==> src/rtl/ocm_tap_streamer_if.sv <==
// OCM read-port and tap-stream signals seen by the tap streamer.
interface ocm_tap_streamer_if #(
    parameter int unsigned ADDR_W = 14,
    parameter int unsigned DATA_W = 64,
    parameter int unsigned LANE_W = 16
);
    logic [ADDR_W-1:0]   mem_address;
    logic                mem_chipselect;
    logic                mem_write;
    logic [DATA_W/8-1:0] mem_byteenable;
    logic [DATA_W-1:0]   mem_readdata;

    logic [LANE_W-1:0]   m_data;
    logic                m_valid;
    logic                m_ready;
    logic                m_last;

    // Streamer side: drives the OCM read port and the tap stream
    modport master (
        output mem_address, mem_chipselect, mem_write, mem_byteenable,
        output m_data, m_valid, m_last,
        input  mem_readdata, m_ready
    );

    // Environment side: OCM and the channel-model datapath
    modport slave (
        input  mem_address, mem_chipselect, mem_write, mem_byteenable,
        input  m_data, m_valid, m_last,
        output mem_readdata, m_ready
    );
endinterface

==> src/rtl/ocm_tap_streamer.sv <==
// Reads a run of 64-bit OCM words and streams them as 16-bit FIR taps.
module ocm_tap_streamer #(
    parameter int unsigned ADDR_W    = 14,
    parameter int unsigned DATA_W    = 64,
    parameter int unsigned LANE_W    = 16,
    parameter int unsigned MAX_WORDS = 8960
) (
    input  logic              clk,
    input  logic              reset,
    input  logic              start,
    input  logic              abort,
    input  logic [ADDR_W-1:0] base_addr,
    input  logic [ADDR_W-1:0] num_words,
    output logic              busy,
    output logic              done,
    output logic              err,
    ocm_tap_streamer_if.master bus
);
    localparam int unsigned LANES   = DATA_W / LANE_W;
    localparam int unsigned LANE_CW = (LANES > 1) ? $clog2(LANES) : 1;
    localparam int unsigned SUM_W   = ADDR_W + 1;

    typedef enum logic [1:0] {
        IDLE  = 2'd0,
        RUN   = 2'd1,
        DRAIN = 2'd2
    } state_t;

    state_t              state_q, state_d;
    logic [ADDR_W-1:0]   num_q, num_d;
    logic [ADDR_W-1:0]   issued_q, issued_d;
    logic [ADDR_W-1:0]   popped_q, popped_d;
    logic [ADDR_W-1:0]   addr_q, addr_d;
    logic                cs_q, cs_d;
    logic                rd_valid_q, rd_valid_d;

    logic [DATA_W-1:0]   fifo_mem [2];
    logic                wr_ptr_q, wr_ptr_d;
    logic                rd_ptr_q, rd_ptr_d;
    logic [1:0]          fifo_cnt_q, fifo_cnt_d;

    logic [DATA_W-1:0]   word_q, word_d;
    logic [LANE_CW-1:0]  lane_q, lane_d;
    logic                word_last_q, word_last_d;
    logic [LANE_W-1:0]   m_data_q, m_data_d;
    logic                m_valid_q, m_valid_d;
    logic                m_last_q, m_last_d;

    logic                busy_q, busy_d;
    logic                done_q, done_d;
    logic                err_q, err_d;

    logic                push_c;
    logic                pop_c;
    logic                accept_c;
    logic                need_pop_c;
    logic                room_c;
    logic                start_ok_c;
    logic [SUM_W-1:0]    end_addr_c;
    logic [DATA_W-1:0]   fifo_head_c;

    // Next-state, read issue, FIFO bookkeeping and lane unpacking
    always_comb begin
        state_d     = state_q;
        num_d       = num_q;
        issued_d    = issued_q;
        popped_d    = popped_q;
        addr_d      = addr_q;
        cs_d        = 1'b0;
        rd_valid_d  = cs_q;
        wr_ptr_d    = wr_ptr_q;
        rd_ptr_d    = rd_ptr_q;
        fifo_cnt_d  = fifo_cnt_q;
        word_d      = word_q;
        lane_d      = lane_q;
        word_last_d = word_last_q;
        m_data_d    = m_data_q;
        m_valid_d   = m_valid_q;
        m_last_d    = m_last_q;
        done_d      = 1'b0;
        err_d       = 1'b0;

        // Range check is done one bit wider so base+num cannot wrap
        end_addr_c  = SUM_W'(base_addr) + SUM_W'(num_words);
        start_ok_c  = (num_words != '0) && (end_addr_c <= SUM_W'(MAX_WORDS));

        // Reserve a FIFO slot for every read still on its way back
        room_c      = (3'(fifo_cnt_q) + 3'(rd_valid_q) + 3'(cs_q)) < 3'd2;

        accept_c    = m_valid_q & bus.m_ready;
        need_pop_c  = !m_valid_q || (accept_c && (lane_q == LANE_CW'(LANES - 1)));
        push_c      = rd_valid_q & ~abort;
        pop_c       = need_pop_c && (fifo_cnt_q != 2'd0);
        fifo_head_c = fifo_mem[rd_ptr_q];

        fifo_cnt_d  = fifo_cnt_q + 2'(push_c) - 2'(pop_c);
        if (push_c) begin
            wr_ptr_d = ~wr_ptr_q;
        end

        // Unpacker: load a fresh word, go idle, or step to the next lane
        if (pop_c) begin
            rd_ptr_d    = ~rd_ptr_q;
            word_d      = fifo_head_c;
            m_data_d    = fifo_head_c[LANE_W-1:0];
            lane_d      = '0;
            m_valid_d   = 1'b1;
            m_last_d    = 1'b0;
            word_last_d = (popped_q == (num_q - ADDR_W'(1)));
            popped_d    = popped_q + ADDR_W'(1);
        end else if (need_pop_c) begin
            m_valid_d   = 1'b0;
            m_last_d    = 1'b0;
        end else if (accept_c) begin
            word_d      = word_q >> LANE_W;
            m_data_d    = word_q[2*LANE_W-1:LANE_W];
            lane_d      = lane_q + LANE_CW'(1);
            m_last_d    = word_last_q && (lane_q == LANE_CW'(LANES - 2));
        end

        case (state_q)
            IDLE: begin
                if (start) begin
                    if (start_ok_c) begin
                        state_d  = RUN;
                        num_d    = num_words;
                        addr_d   = base_addr;
                        cs_d     = 1'b1;
                        issued_d = ADDR_W'(1);
                        popped_d = '0;
                    end else begin
                        err_d = 1'b1;
                    end
                end
            end
            RUN: begin
                if (issued_q == num_q) begin
                    state_d = DRAIN;
                end else if (room_c) begin
                    cs_d     = 1'b1;
                    addr_d   = addr_q + ADDR_W'(1);
                    issued_d = issued_q + ADDR_W'(1);
                end
            end
            DRAIN: begin
                state_d = DRAIN;
            end
            default: begin
                state_d = IDLE;
            end
        endcase

        // Final tap of the block accepted: finish
        if ((state_q != IDLE) && accept_c && m_last_q) begin
            state_d = IDLE;
            done_d  = 1'b1;
        end

        // Abort flushes everything, including a read still in flight
        if (abort) begin
            state_d    = IDLE;
            addr_d     = addr_q;
            cs_d       = 1'b0;
            rd_valid_d = 1'b0;
            wr_ptr_d   = 1'b0;
            rd_ptr_d   = 1'b0;
            fifo_cnt_d = 2'd0;
            lane_d     = '0;
            m_valid_d  = 1'b0;
            m_last_d   = 1'b0;
            done_d     = 1'b0;
            err_d      = 1'b0;
        end

        busy_d = (state_d != IDLE);
    end

    // State and output registers
    always_ff @(posedge clk or posedge reset) begin
        if (reset) begin
            state_q     <= IDLE;
            num_q       <= '0;
            issued_q    <= '0;
            popped_q    <= '0;
            addr_q      <= '0;
            cs_q        <= 1'b0;
            rd_valid_q  <= 1'b0;
            wr_ptr_q    <= 1'b0;
            rd_ptr_q    <= 1'b0;
            fifo_cnt_q  <= 2'd0;
            word_q      <= '0;
            lane_q      <= '0;
            word_last_q <= 1'b0;
            m_data_q    <= '0;
            m_valid_q   <= 1'b0;
            m_last_q    <= 1'b0;
            busy_q      <= 1'b0;
            done_q      <= 1'b0;
            err_q       <= 1'b0;
        end else begin
            state_q     <= state_d;
            num_q       <= num_d;
            issued_q    <= issued_d;
            popped_q    <= popped_d;
            addr_q      <= addr_d;
            cs_q        <= cs_d;
            rd_valid_q  <= rd_valid_d;
            wr_ptr_q    <= wr_ptr_d;
            rd_ptr_q    <= rd_ptr_d;
            fifo_cnt_q  <= fifo_cnt_d;
            word_q      <= word_d;
            lane_q      <= lane_d;
            word_last_q <= word_last_d;
            m_data_q    <= m_data_d;
            m_valid_q   <= m_valid_d;
            m_last_q    <= m_last_d;
            busy_q      <= busy_d;
            done_q      <= done_d;
            err_q       <= err_d;
        end
    end

    // Word FIFO storage; occupancy alone says what is valid
    always_ff @(posedge clk) begin
        if (push_c) begin
            fifo_mem[wr_ptr_q] <= bus.mem_readdata;
        end
    end

    assign busy               = busy_q;
    assign done               = done_q;
    assign err                = err_q;
    assign bus.mem_address    = addr_q;
    assign bus.mem_chipselect = cs_q;
    assign bus.mem_write      = 1'b0;
    assign bus.mem_byteenable = '1;
    assign bus.m_data         = m_data_q;
    assign bus.m_valid        = m_valid_q;
    assign bus.m_last         = m_last_q;
endmodule

==> src/flat_wrapper.sv <==
// flat-port wrapper written by rule: the top's interface ports become plain ports
module ocm_tap_streamer_flat 
#(
    parameter int unsigned ADDR_W    = 14,
    parameter int unsigned DATA_W    = 64,
    parameter int unsigned LANE_W    = 16,
    parameter int unsigned MAX_WORDS = 8960
)
  (clk, reset, start, abort, base_addr, num_words, busy, done, err, bus_mem_address, bus_mem_chipselect, bus_mem_write, bus_mem_byteenable, bus_m_data, bus_m_valid, bus_m_last, bus_mem_readdata, bus_m_ready);
  ocm_tap_streamer_if #(.ADDR_W(ADDR_W), .DATA_W(DATA_W), .LANE_W(LANE_W)) bus_i ();
  input  logic clk;
  input  logic reset;
  input  logic start;
  input  logic abort;
  input  logic [ADDR_W-1:0] base_addr;
  input  logic [ADDR_W-1:0] num_words;
  output logic busy;
  output logic done;
  output logic err;
  output wire logic [$bits(bus_i.mem_address)-1:0] bus_mem_address;
  output wire logic [$bits(bus_i.mem_chipselect)-1:0] bus_mem_chipselect;
  output wire logic [$bits(bus_i.mem_write)-1:0] bus_mem_write;
  output wire logic [$bits(bus_i.mem_byteenable)-1:0] bus_mem_byteenable;
  output wire logic [$bits(bus_i.m_data)-1:0] bus_m_data;
  output wire logic [$bits(bus_i.m_valid)-1:0] bus_m_valid;
  output wire logic [$bits(bus_i.m_last)-1:0] bus_m_last;
  input wire logic [$bits(bus_i.mem_readdata)-1:0] bus_mem_readdata;
  input wire logic [$bits(bus_i.m_ready)-1:0] bus_m_ready;
  assign bus_mem_address = bus_i.mem_address;
  assign bus_mem_chipselect = bus_i.mem_chipselect;
  assign bus_mem_write = bus_i.mem_write;
  assign bus_mem_byteenable = bus_i.mem_byteenable;
  assign bus_m_data = bus_i.m_data;
  assign bus_m_valid = bus_i.m_valid;
  assign bus_m_last = bus_i.m_last;
  assign bus_i.mem_readdata = bus_mem_readdata;
  assign bus_i.m_ready = bus_m_ready;
  ocm_tap_streamer #(.ADDR_W(ADDR_W), .DATA_W(DATA_W), .LANE_W(LANE_W), .MAX_WORDS(MAX_WORDS)) u_core (.clk(clk), .reset(reset), .start(start), .abort(abort), .base_addr(base_addr), .num_words(num_words), .busy(busy), .done(done), .err(err), .bus(bus_i));
endmodule
==> config.mk <==
export PLATFORM = sky130hd
export DESIGN_NAME = ocm_tap_streamer_flat
export DESIGN_NICKNAME = d
export VERILOG_FILES = /design/src/rtl/ocm_tap_streamer_if.sv /design/src/rtl/ocm_tap_streamer.sv /design/src/flat_wrapper.sv
export SDC_FILE = /design/constraint.sdc
export NUM_CORES = 1
export LEC_CHECK = 0
export CORE_UTILIZATION = 51
export CTS_CLUSTER_DIAMETER = 30
export DETAILED_ROUTE_END_ITERATION = 8
export GPL_ROUTABILITY_DRIVEN = 1
export PLACE_DENSITY = 0.77
export SYNTH_ARGS = -nofsm -noshare
export SYNTH_HDL_FRONTEND = slang
export SYNTH_SLANG_ARGS = --single-unit
==> constraint.sdc <==
create_clock -name clk -period 4.4 [get_ports clk]
set_clock_uncertainty 0.15 [all_clocks]
set_input_delay 0.88 -clock clk [delete_from_list [all_inputs] [get_ports clk]]
set_output_delay 0.88 -clock clk [all_outputs]
set_load 0.02 [all_outputs]
## Word-level counts from Yosys, hierarchy flattened

Memory sizes are Yosys's and may differ from the RTL's.
Index checks and enable logic that the tools add are counted.

- Flip-flop bits (word level): 152
- Logic and storage cells: 131
- Memory bits (writable): 128
- Memories: 1

- Mux-type cells: 57
- Add/subtract/negate cells: 10
- Bitwise gates (word level): 5
- Reductions and logical operators: 25
- Equal/unequal tests: 12
- Order comparisons: 2

Memory list:

| name | words | width | read ports | clocked after memory_dff | wr ports | RTL line | RTL |
|---|---|---|---|---|---|---|---|
| u_core.fifo_mem | 2 | 64 | 1 | 0 | 1 | ocm_tap_streamer.sv:37 | `logic [DATA_W-1:0] fifo_mem [2];` |

Operator list:

| cell | number |
|---|---|
| $mux W64 | 3 |
| $mux W14 | 12 |
| $pmux W14 S2 | 2 |
| $mux W16 | 3 |
| $add A14 B1 Y14 const B | 3 |
| $eq A14 B14 Y1 | 2 |
| $mux W1 | 25 |
| $mux W2 | 10 |
| $add A14 B14 Y15 | 1 |
| $le A15 B14 Y1 const B | 1 |
| $reduce_bool A14 Y1 | 1 |
| $reduce_bool A2 Y1 | 7 |
| $sub A14 B1 Y14 const B | 1 |
| $eq A2 B2 Y1 const B | 3 |
| $logic_and A1 B1 Y1 | 6 |
| $ne A2 B1 Y1 const B | 3 |
| $pmux W2 S3 | 1 |
| $reduce_and A6 Y1 | 1 |
| $reduce_bool A3 Y1 | 2 |
| $reduce_and A5 Y1 | 1 |
| $ne A2 B2 Y1 const B | 2 |
| $reduce_and A2 Y1 | 2 |
| $reduce_bool A4 Y1 | 1 |
| $add A2 B1 Y3 | 1 |
| other kinds (14) | 17 |

## Logic depth before layout (Yosys ltp)

Gate-level depths: netlist of run 1.

- Depth after elaboration: 9
- Depth in mapped cells: 12

## Worst setup path after synthesis of run 1

No wires, ideal clock.

- Path type: input to register
- Start point: in abort
- End point: mem u_core.fifo_mem[0][0] (enable)
- Data required time: 3.756 ns
- Arrival time: 4.102 ns
- Slack: -0.346 ns
- Stages: 3
- Library setup time: 0.494 ns
- Path through: clkbuf_1 nor2b_1 nor2b_1

- Word-level cells in the longest chain between the ends: 4

RTL lines:

| item | RTL line | RTL |
|---|---|---|
| start: declaration | flat_wrapper.sv:14 | `input logic abort;` |
| $not A1 Y1 (no line) | n/a |  |
| $and A1 B1 Y1 | ocm_tap_streamer.sv:92 | `push_c = rd_valid_q & ~abort;` |
| $mux W1 | ocm_tap_streamer.sv:225 | `if (push_c) begin` |
| $mux W1 (implied by the code) | ocm_tap_streamer.sv:226 | `fifo_mem[wr_ptr_q] <= bus.mem_readdata;` |
| end: declaration | ocm_tap_streamer.sv:37 |  |

No other way between the ends.

## Worst setup path in the final report of run 1

- Start point: in base_addr[0]
- End point: reg u_core.num_q[7]

- Word-level cells in the longest chain between the ends: 4

RTL lines:

| item | RTL line | RTL |
|---|---|---|
| start: declaration | flat_wrapper.sv:15 | `input logic [ADDR_W-1:0] base_addr;` |
| $add A14 B14 Y15 | ocm_tap_streamer.sv:84 | `end_addr_c = SUM_W'(base_addr) + SUM_W'(num_words);` |
| $le A15 B14 Y1 | ocm_tap_streamer.sv:85 | `start_ok_c = (num_words != '0) && (end_addr_c <= SUM_W'(MAX_WORDS));` |
| $logic_and A1 B1 Y1 | ocm_tap_streamer.sv:85 |  |
| $reduce_and A3 Y1 (no line) | n/a |  |
| end signal: assignment | ocm_tap_streamer.sv:202 | `num_q <= num_d;` |
| end: declaration | ocm_tap_streamer.sv:30 | `logic [ADDR_W-1:0] num_q, num_d;` |

No other way between the ends.
A chain may end at the register's enable or synchronous reset.

==> run metrics, run 1 <==
crit-path leading delay family=compound AO/OA/AOI/OAI gates; DRT Pass-1 Iters=5; DR vias/cell=5.719; Remaining Overflow, GRT=0; clock slew at reported path FFs=50 ps; Setup CP Type=input pin to flop; All-Layer GR Usage=24.06%; Comb power frac=25.6%; Critical Path Sink Type=flop; Yosys cell types=60; Synth warnings=0; clk_lat worst skew=550 ps; number of flops mapped to enable cells by yosys=128; Worst Hold Slack=357.2 ps; num rows=55; Final ANT Viol Nets=0; initial antenna violation count=0; vias in the first global route=8407; Mapped Area=12090 µm²; pwr dens=625.6 nW/µm²; Max Slew Vio Count=0; CTS Buf Count=44; Final Wtd Congestion=0.9032; Residual DRC=0; IO Pins=142; Antenna Cells=0; Int Power=6.538 mW; fin crit period=4162 ps; largest net degree at the start of global routing=84; die area=24320 µm²; Synth area leaders=edfxtp_1, dfrtp_1, mux2i_1; Yosys top cell area share=31.80%; Total Power=9.652 mW; DR iter-0 viols=619; Synth Register Bits=264; worst path bufs/invs=3; Place WS=-301.5 ps; total negative slack=0 ps; die height=155.9 µm; Post-CTS Setup Bufs=0; share of cells above drive strength 1=13.27%; CP required=4650 ps; Clock Tree Buf Depth=3; crit start category=input pin; status=finished clean; Routed WL=28530 µm; Crit Path Max Fanout=14; DP HPWL=18810 µm; Nets=1261; Avg Inst Size Synth=12.18 µm²; DR WL/cell=19.16 µm; Mapped Cells=992; Sw Ratio=32.26%; CORE AREA=22920 µm²; Slew @ Worst Pin=1202 ps; Rel. slew slack=19.68%; Setup-failing EPs final=0; vias=8516; htree depth=2; fmax=0.2402 GHz; final hold vios=0; Peak VDD IR=380.5 µV; CTS root buf=clkbuf_16; port bufs=132; Flop pwr share=38.0%; count leader, synth=dfrtp_1; first-pass GRT wire length=45260 µm; max-cap violation count=0; Hold Crit Class=flop to flop; cell breakdown of the critical path=clkdlybuf4s50_1 > ha_1 > fa_1 > a21oi_2 > o21ai_0 > a211oi_1 > o22ai_1 > a2111o_1 > a2111oi_4 > buf_4 > o21a_1 > buf_12 > mux2_2; Final Cycle Share=94.60%; slowest cell on the critical path=clkdlybuf4s50_1; Post-synth ARST share=51.52%; fin util=67.33%; area grow syn2layout=27.65%; WP data arrival=4410 ps; Clock Sinks=264; Chip Width=155.9 µm; register area share after synthesis=59.96%; TritonCTS clock tree=built; ys flop type=dfrtp_1; setup slack after layout=237.6 ps; LEAKAGE=5.898 nW; P_sw=3.114 mW; clock share of power=36.4%; Initial Utilization=52.74%; CP peak stage delay=470 ps; largest area contributor in the netlist=edfxtp_1; Commonest cells post-synth=dfrtp_1, edfxtp_1, nor2_1
## kinds of logic (layout without fill, tap and decap cells)
kind of cell | count (synthesis) | after routing | share of synthesized area (%)
AO/OA/AOI/OAI | 191 | 191 | 11.60
XOR/XNOR | 58 | 58 | 4.203
adder cells (fa/ha/maj) | 24 | 24 | 2.547
buffers and inverters | 95 | 272 | 3.851
flip-flops | 264 | 264 | 59.96
multiplexers | 80 | 80 | 6.760
other | 2 | 9 | 0.06213
AND/OR/NAND/NOR | 278 | 278 | 11.01
## area by class of cell
class	count	area [µm²]
clock inverter	34	422.9
fill	1666	7487
inverter	14	56.30
clock buffer	48	1157
multi-input combinational	640	4448
timing repair buffer	176	1702
sequential	264	7251
tap	313	391.6
## final timing paths
check / slack (ps) / startpoint / cells after the start / to
worst max-delay path: 240 / base_addr[0] / 13 / u_core.num_q[7]
worst min-delay path: 360 / u_core.word_q[51] / 2 / u_core.word_q[51]
worst max register to register: 1440 / u_core.num_q[12] / 10 / u_core.bus.mem_address[13]
worst min register to register: 360 / u_core.word_q[51] / 2 / u_core.word_q[51]
max in group asynchronous: 2580 / reset / 3 / u_core.lane_q[0]
min in group asynchronous: 630 / reset / 2 / u_core.bus.m_data[14]
## cell usage in the layout (no fill, tap or decap), types with 19 or more instances in the layout
cell,netlist,routed
dfrtp_1,136,135
clkdlybuf4s50_1,0,132
edfxtp_1,128,128
nor2_1,99,97
mux2i_1,67,67
o21ai_0,50,49
a221o_1,49,49
nand2_1,45,45
nand3_1,45,45
clkbuf_16,0,45
buf_4,25,40
xnor2_1,39,39
a21oi_1,31,30
nor3_1,24,24
ha_1,23,23
xor2_1,19,19
## per-layer routing
layer | global-route usage (%) | wire [µm]
met5 | 0 | 0
met4 | 9.197 | 803
met3 | 3.639 | 1525
met2 | 39.92 | 14260
met1 | 31.99 | 11940
## per-stage QoR
stage	std cells	area (µm²)
final	1489	15430
after detailed placement	1407	13840
after global routing	1489	15430
after floorplan	999	12120
after global placement	1407	13840
after CTS	1489	15420
## sequential cells by signal, summed over array words and instances (netlist names)
| name | count |
|---|---|
| u_core.bus.mem_address | 14 |
| u_core.issued_q | 14 |
| u_core.done | 1 |
| u_core.state_q | 2 |
| u_core.word_q | 49 |
| u_core.rd_valid_q | 1 |
| u_core.fifo_mem | 128 |
| u_core.word_last_q | 1 |
| u_core.wr_ptr_q | 1 |
| u_core.busy | 1 |
| u_core.num_q | 14 |
| u_core.popped_q | 14 |
| u_core.bus.m_last | 1 |
| u_core.fifo_cnt_q | 2 |
| u_core.lane_q | 2 |
| u_core.rd_ptr_q | 1 |
| u_core.bus.m_data | 15 |
| u_core.bus.mem_chipselect | 1 |
| u_core.err | 1 |
| u_core.bus.m_valid | 1 |
## power by group through the flow
stage          combinational (mW)  clock [mW]  sequential [mW]
5_1_grt                      2.70        3.67             3.72
2_1_floorplan                1.80           0             3.48
6_report                     2.47        3.52             3.66
4_1_cts                      2.48        3.56             3.66
3_3_place_gp                 2.39           0             3.68
3_5_place_dp                 2.46           0             3.69
## worst min-delay path, cell delays in order (launching register included)
cell and delay [ps]:
dfrtp_1 340, nand3_1 60, o21ai_0 70
## what timing repair did
action	4_1_cts	5_1_grt
endpoints found under the setup margin	0	17
resized for setup	0	3
hold buffers	0	0
endpoints found under the hold margin	0	0
Power figures use the tool's default switching activity.
==> run 2: changes to the inputs <==
--- a/config.mk
+++ b/config.mk
@@ -5,8 +5,9 @@
 export SDC_FILE = /design/constraint.sdc
 export NUM_CORES = 1
 export LEC_CHECK = 0
+export CORE_ASPECT_RATIO = 0.5
 export CORE_UTILIZATION = 51
-export CTS_CLUSTER_DIAMETER = 30
+export CTS_CLUSTER_DIAMETER = 40
 export DETAILED_ROUTE_END_ITERATION = 8
 export GPL_ROUTABILITY_DRIVEN = 1
 export PLACE_DENSITY = 0.77
==> run metrics, run 2 (synthesized netlist as in run 1, its figures left out) <==
IO Pins=142; DRT Pass-1 Iters=7; TritonCTS clock tree=built; Antenna Cells=0; area grow syn2layout=22.45%; Routed WL=27820 µm; Residual DRC=12; Final Cycle Share=94.03%; Initial Utilization=52.48%; failing checks=DRC; register area=7251 µm²; fmax=0.2417 GHz; All-Layer GR Usage=23.17%; status=complete, but fails checks; LEAKAGE=5.618 nW; htree depth=1; DP HPWL=18970 µm; Clock Sinks=264; Critical Path Sink Type=flop; Final ANT Viol Nets=0; Post-CTS Setup Bufs=0; port bufs=132; fillcell total=1746; clk_lat worst skew=550 ps; vias in the first global route=8296; commonest non-fill, non-tap cell in the layout=dfrtp_1; fin area=14800 µm²; Max Slew Vio Count=0; DR vias/cell=5.808; Worst Hold Slack=355.8 ps; Worst Setup SP=base_addr[0]; worst reg2reg path startpoint=u_core.num_q[2]; Setup-failing EPs final=0; Chip Width=219.7 µm; hold path startpoint=u_core.word_q[49]; Hold Crit Class=flop to flop; CTS Buf Count=27; CTS Hold Bufs=0; max-cap violation count=0; die area=24360 µm²; die height=110.9 µm; setup slack after layout=262.5 ps; Place WS=-222.3 ps; WP data arrival=4440 ps; largest net degree at the start of global routing=84; crit start category=input pin; final hold vios=0; Nets=1248; Crit Path Max Fanout=9; DR WL/cell=19.12 µm; clock slew at reported path FFs=60 ps; Slew @ Worst Pin=1103 ps; RSZ-0062 raised after global routing=no; CTS root buf=clkbuf_16; Final Wtd Congestion=0.8753; Setup CP Type=input pin to flop; commonest non-fill, non-tap cells in the layout=dfrtp_1, clkdlybuf4s50_1, edfxtp_1; first-pass GRT wire length=44510 µm; Rel. slew slack=26.32%; max FFs per register=128; DR iter-0 viols=569; DP Area=13880 µm²; CP required=4710 ps; initial antenna violation count=0; share of cells above drive strength 1=10.63%; CORE AREA=23030 µm²; Remaining Overflow, GRT=0; Peak VDD IR=330.1 µV; fin crit period=4138 ps; Biggest register=u_core.fifo_mem; post_cts resized=0; Clock Tree Buf Depth=3; num rows=39; Multi-input gate area=4436 µm²; pwr dens=571.5 nW/µm²; vias=8450
[run 2: routing by layer]
metal | GRT usage (%) | wire [µm]
met2 | 38.07 | 13420
met1 | 32.83 | 12510
met5 | 0 | 0
met3 | 3.347 | 1424
met4 | 5.103 | 465
[run 2: path summary, 6_finish.rpt]
kind,end,slack (ps),depth (start not counted)
max,u_core.issued_q[5],260,14
min,u_core.word_q[49],360,2
max reg2reg,u_core.word_last_q,1300,9
min reg2reg,u_core.word_q[49],360,2
max in group asynchronous,u_core.num_q[10],2520,3
min in group asynchronous,u_core.rd_valid_q,790,2
[run 2: critical path: stages]
cell	delay, ps
clkdlybuf4s50_1	450
ha_1	240
fa_1	410
a21oi_1	210
buf_4	160
o21a_1	160
o211ai_1	120
a21oi_1	240
a211oi_1	120
buf_4	150
a2111oi_4	340
o21ai_2	210
or4_1	540
a21oi_1	180
[run 2: layout make-up]
| class | count | share of cell area [%] |
|---|---|---|
| sequential | 264 | 48.99 |
| multi-input combinational | 640 | 29.97 |
| timing repair buffer | 180 | 11.87 |
| clock buffer | 35 | 5.115 |
| tap | 307 | 2.595 |
| clock inverter | 15 | 1.082 |
| inverter | 14 | 0.3804 |
[run 2: through the flow]
| stage | setup TNS, ps | instances | power, mW | utilization (%) |
|---|---|---|---|---|
| floorplan | 0 | 999 | 5.275 | - |
| global placement | -2687 | 1405 | 6.081 | 60.28 |
| detailed placement | -7105 | 1405 | 6.166 | 60.28 |
| CTS | 0 | 1455 | 8.505 | 64.26 |
| global route | 0 | 1455 | 8.888 | 64.26 |
| finish | 0 | 1455 | 8.458 | 64.26 |
[run 2: report_power, final]
part	switching (mW)	internal [mW]	total [mW]
logic	1.26	1.22	2.48
registers	0.579	3.07	3.65
clock network	0.977	1.35	2.33
==> edit (settings of run 2) <==
`DATA_W` is set to 64 in 3 places; all go to 32.
--- a/src/rtl/ocm_tap_streamer_if.sv
+++ b/src/rtl/ocm_tap_streamer_if.sv
@@ -3,3 +3,3 @@
     parameter int unsigned ADDR_W = 14,
-    parameter int unsigned DATA_W = 64,
+    parameter int unsigned DATA_W = 32,
     parameter int unsigned LANE_W = 16
--- a/src/rtl/ocm_tap_streamer.sv
+++ b/src/rtl/ocm_tap_streamer.sv
@@ -3,3 +3,3 @@
     parameter int unsigned ADDR_W    = 14,
-    parameter int unsigned DATA_W    = 64,
+    parameter int unsigned DATA_W    = 32,
     parameter int unsigned LANE_W    = 16,
--- a/src/flat_wrapper.sv
+++ b/src/flat_wrapper.sv
@@ -4,3 +4,3 @@
     parameter int unsigned ADDR_W    = 14,
-    parameter int unsigned DATA_W    = 64,
+    parameter int unsigned DATA_W    = 32,
     parameter int unsigned LANE_W    = 16,
Ports: changed (resized bus_mem_byteenable and bus_mem_readdata); port bits go from 142 to 106. The function was not compared with the original's and may differ.
==> edit against run 2 <==
- area after synthesis decreased by 28%
- core utilization decreased by 0.59 points
- power decreased by 32%
- sequential cell count decreased by 97
- maximum frequency increased by 0.98%
- final area decreased by 29%
- setup slack improved by 40 ps
- sequential share of layout area decreased by 6.2 points
- wire length decreased by 28%
- critical path type unchanged
- largest cell class unchanged
- highest routed layer unchanged
==> edit: results (changes against run 2) <==
** Outcome
- Status :: finished clean (was complete, but fails checks)

** Cells and area
- Filler-free cell count of the finished design :: 1,143 (was 1,455)
- The number of multi-input combinational cells in the layout came to 573 (was 640).
- Net count of the finished layout :: 990 (was 1,248)
- Total of fill cells in the finished design :: 1,318 (was 1,746)
- The sequential cell count of the final layout is 167 (was 264).
- Total area of sequential cells :: 4500 µm² (was 7250 µm²)
- Clock Buffer Count :: 18 (was 35)
- The count of non-CTS buffers in the layout is 130 (was 180).
- Flip-flop count of the largest register after layout :: 64 (was 128)

** CTS
- Total clock buffers created by CTS :: 17 (was 27)
- The number of buffers on the longest clock path was 2 (was 3).
- The deepest level of the CTS H-tree came to 4 (was 1).

** Min path
- The terminating pin of the worst hold path is u_core.word_q[15] (was u_core.word_q[49]).
- Worst min-delay path startpoint :: u_core.word_q[15] (was u_core.word_q[49])

** Setup path
- The worst path arrival time came to 4290 ps (was 4440 ps).
- Critical path peak fanout :: 8 (was 9)
- The startpoint of the lowest-slack register-to-register path was u_core.num_q[0] (was u_core.num_q[2]).
- The delay contributed by the slowest stage of the critical path is 510 ps (was 540 ps).

** Route
- The sum of routed wire length over all layers came to 20,000 µm (was 27,800 µm).
- Routed length on met3 :: 1170 µm (was 1420 µm)
- Vias per cell :: 5.72 (was 5.81)
- The length of the first detailed-routing pass in iterations was 5 (was 7).
- Routed met2 length :: 9660 µm (was 13,400 µm)
- The met1 routed wirelength after detailed routing was 8940 µm (was 12,500 µm).

** Place
- Standard cell area after detailed placement :: 9920 µm² (was 13,900 µm²)
- The final weighted congestion in routability-driven placement came to 0.885 (was 0.875).
- The number of cells after detailed placement came to 1,111 (was 1,405).
- The half-perimeter wire length after placement came to 13,700 µm (was 19,000 µm).
- The count of buffers from port buffering is 100 (was 132).

** Yosys
- Top cells by instance count after synthesis: sky130_fd_sc_hd__dfrtp_1, sky130_fd_sc_hd__nand2_1, sky130_fd_sc_hd__edfxtp_1 (was sky130_fd_sc_hd__dfrtp_1, sky130_fd_sc_hd__edfxtp_1, sky130_fd_sc_hd__nor2_1).
- Post-synth EDFFs :: 64 (was 128)

** GRT
- First-pass GRT wire length :: 32,600 µm (was 44,500 µm)
- GR Layer Usage met3 :: 0.0504 (was 0.0335)

** Pwr
- The worst ir drop on vdd came to 0.323 mV (was 0.330 mV).
-- edit: power by group --
group / switching [W] / total (W) / internal (W)
Combinational: 0.000998 / 0.00191 / 0.000910
Sequential: 0.000414 / 0.00234 / 0.00193
Clock: 0.000684 / 0.00149 / 0.000807
-- edit: cell families (layout without fill, tap and decap cells) --
kind of cell	count (synthesis)	count (layout)	share of synthesized area
compound gates	184	184	0.139
xor+xnor	53	53	0.0534
fa+ha+maj	22	22	0.0326
buf+inv	75	176	0.0460
flops	167	167	0.518
mux	56	56	0.0668
other cells	2	5	0.000865
simple gates	253	253	0.144
-- edit: worst max-delay path by stage --
stage	endpoint	slack (ps)	cells past startpoint
final	u_core.issued_q[13]	300	12
after global routing	u_core.issued_q[11]	120	12
after CTS	u_core.issued_q[13]	320	12
after detailed placement	u_core.issued_q[13]	-140	12
after global placement	u_core.issued_q[3]	-40	12
after floorplan	u_core.num_q[0]	490	11
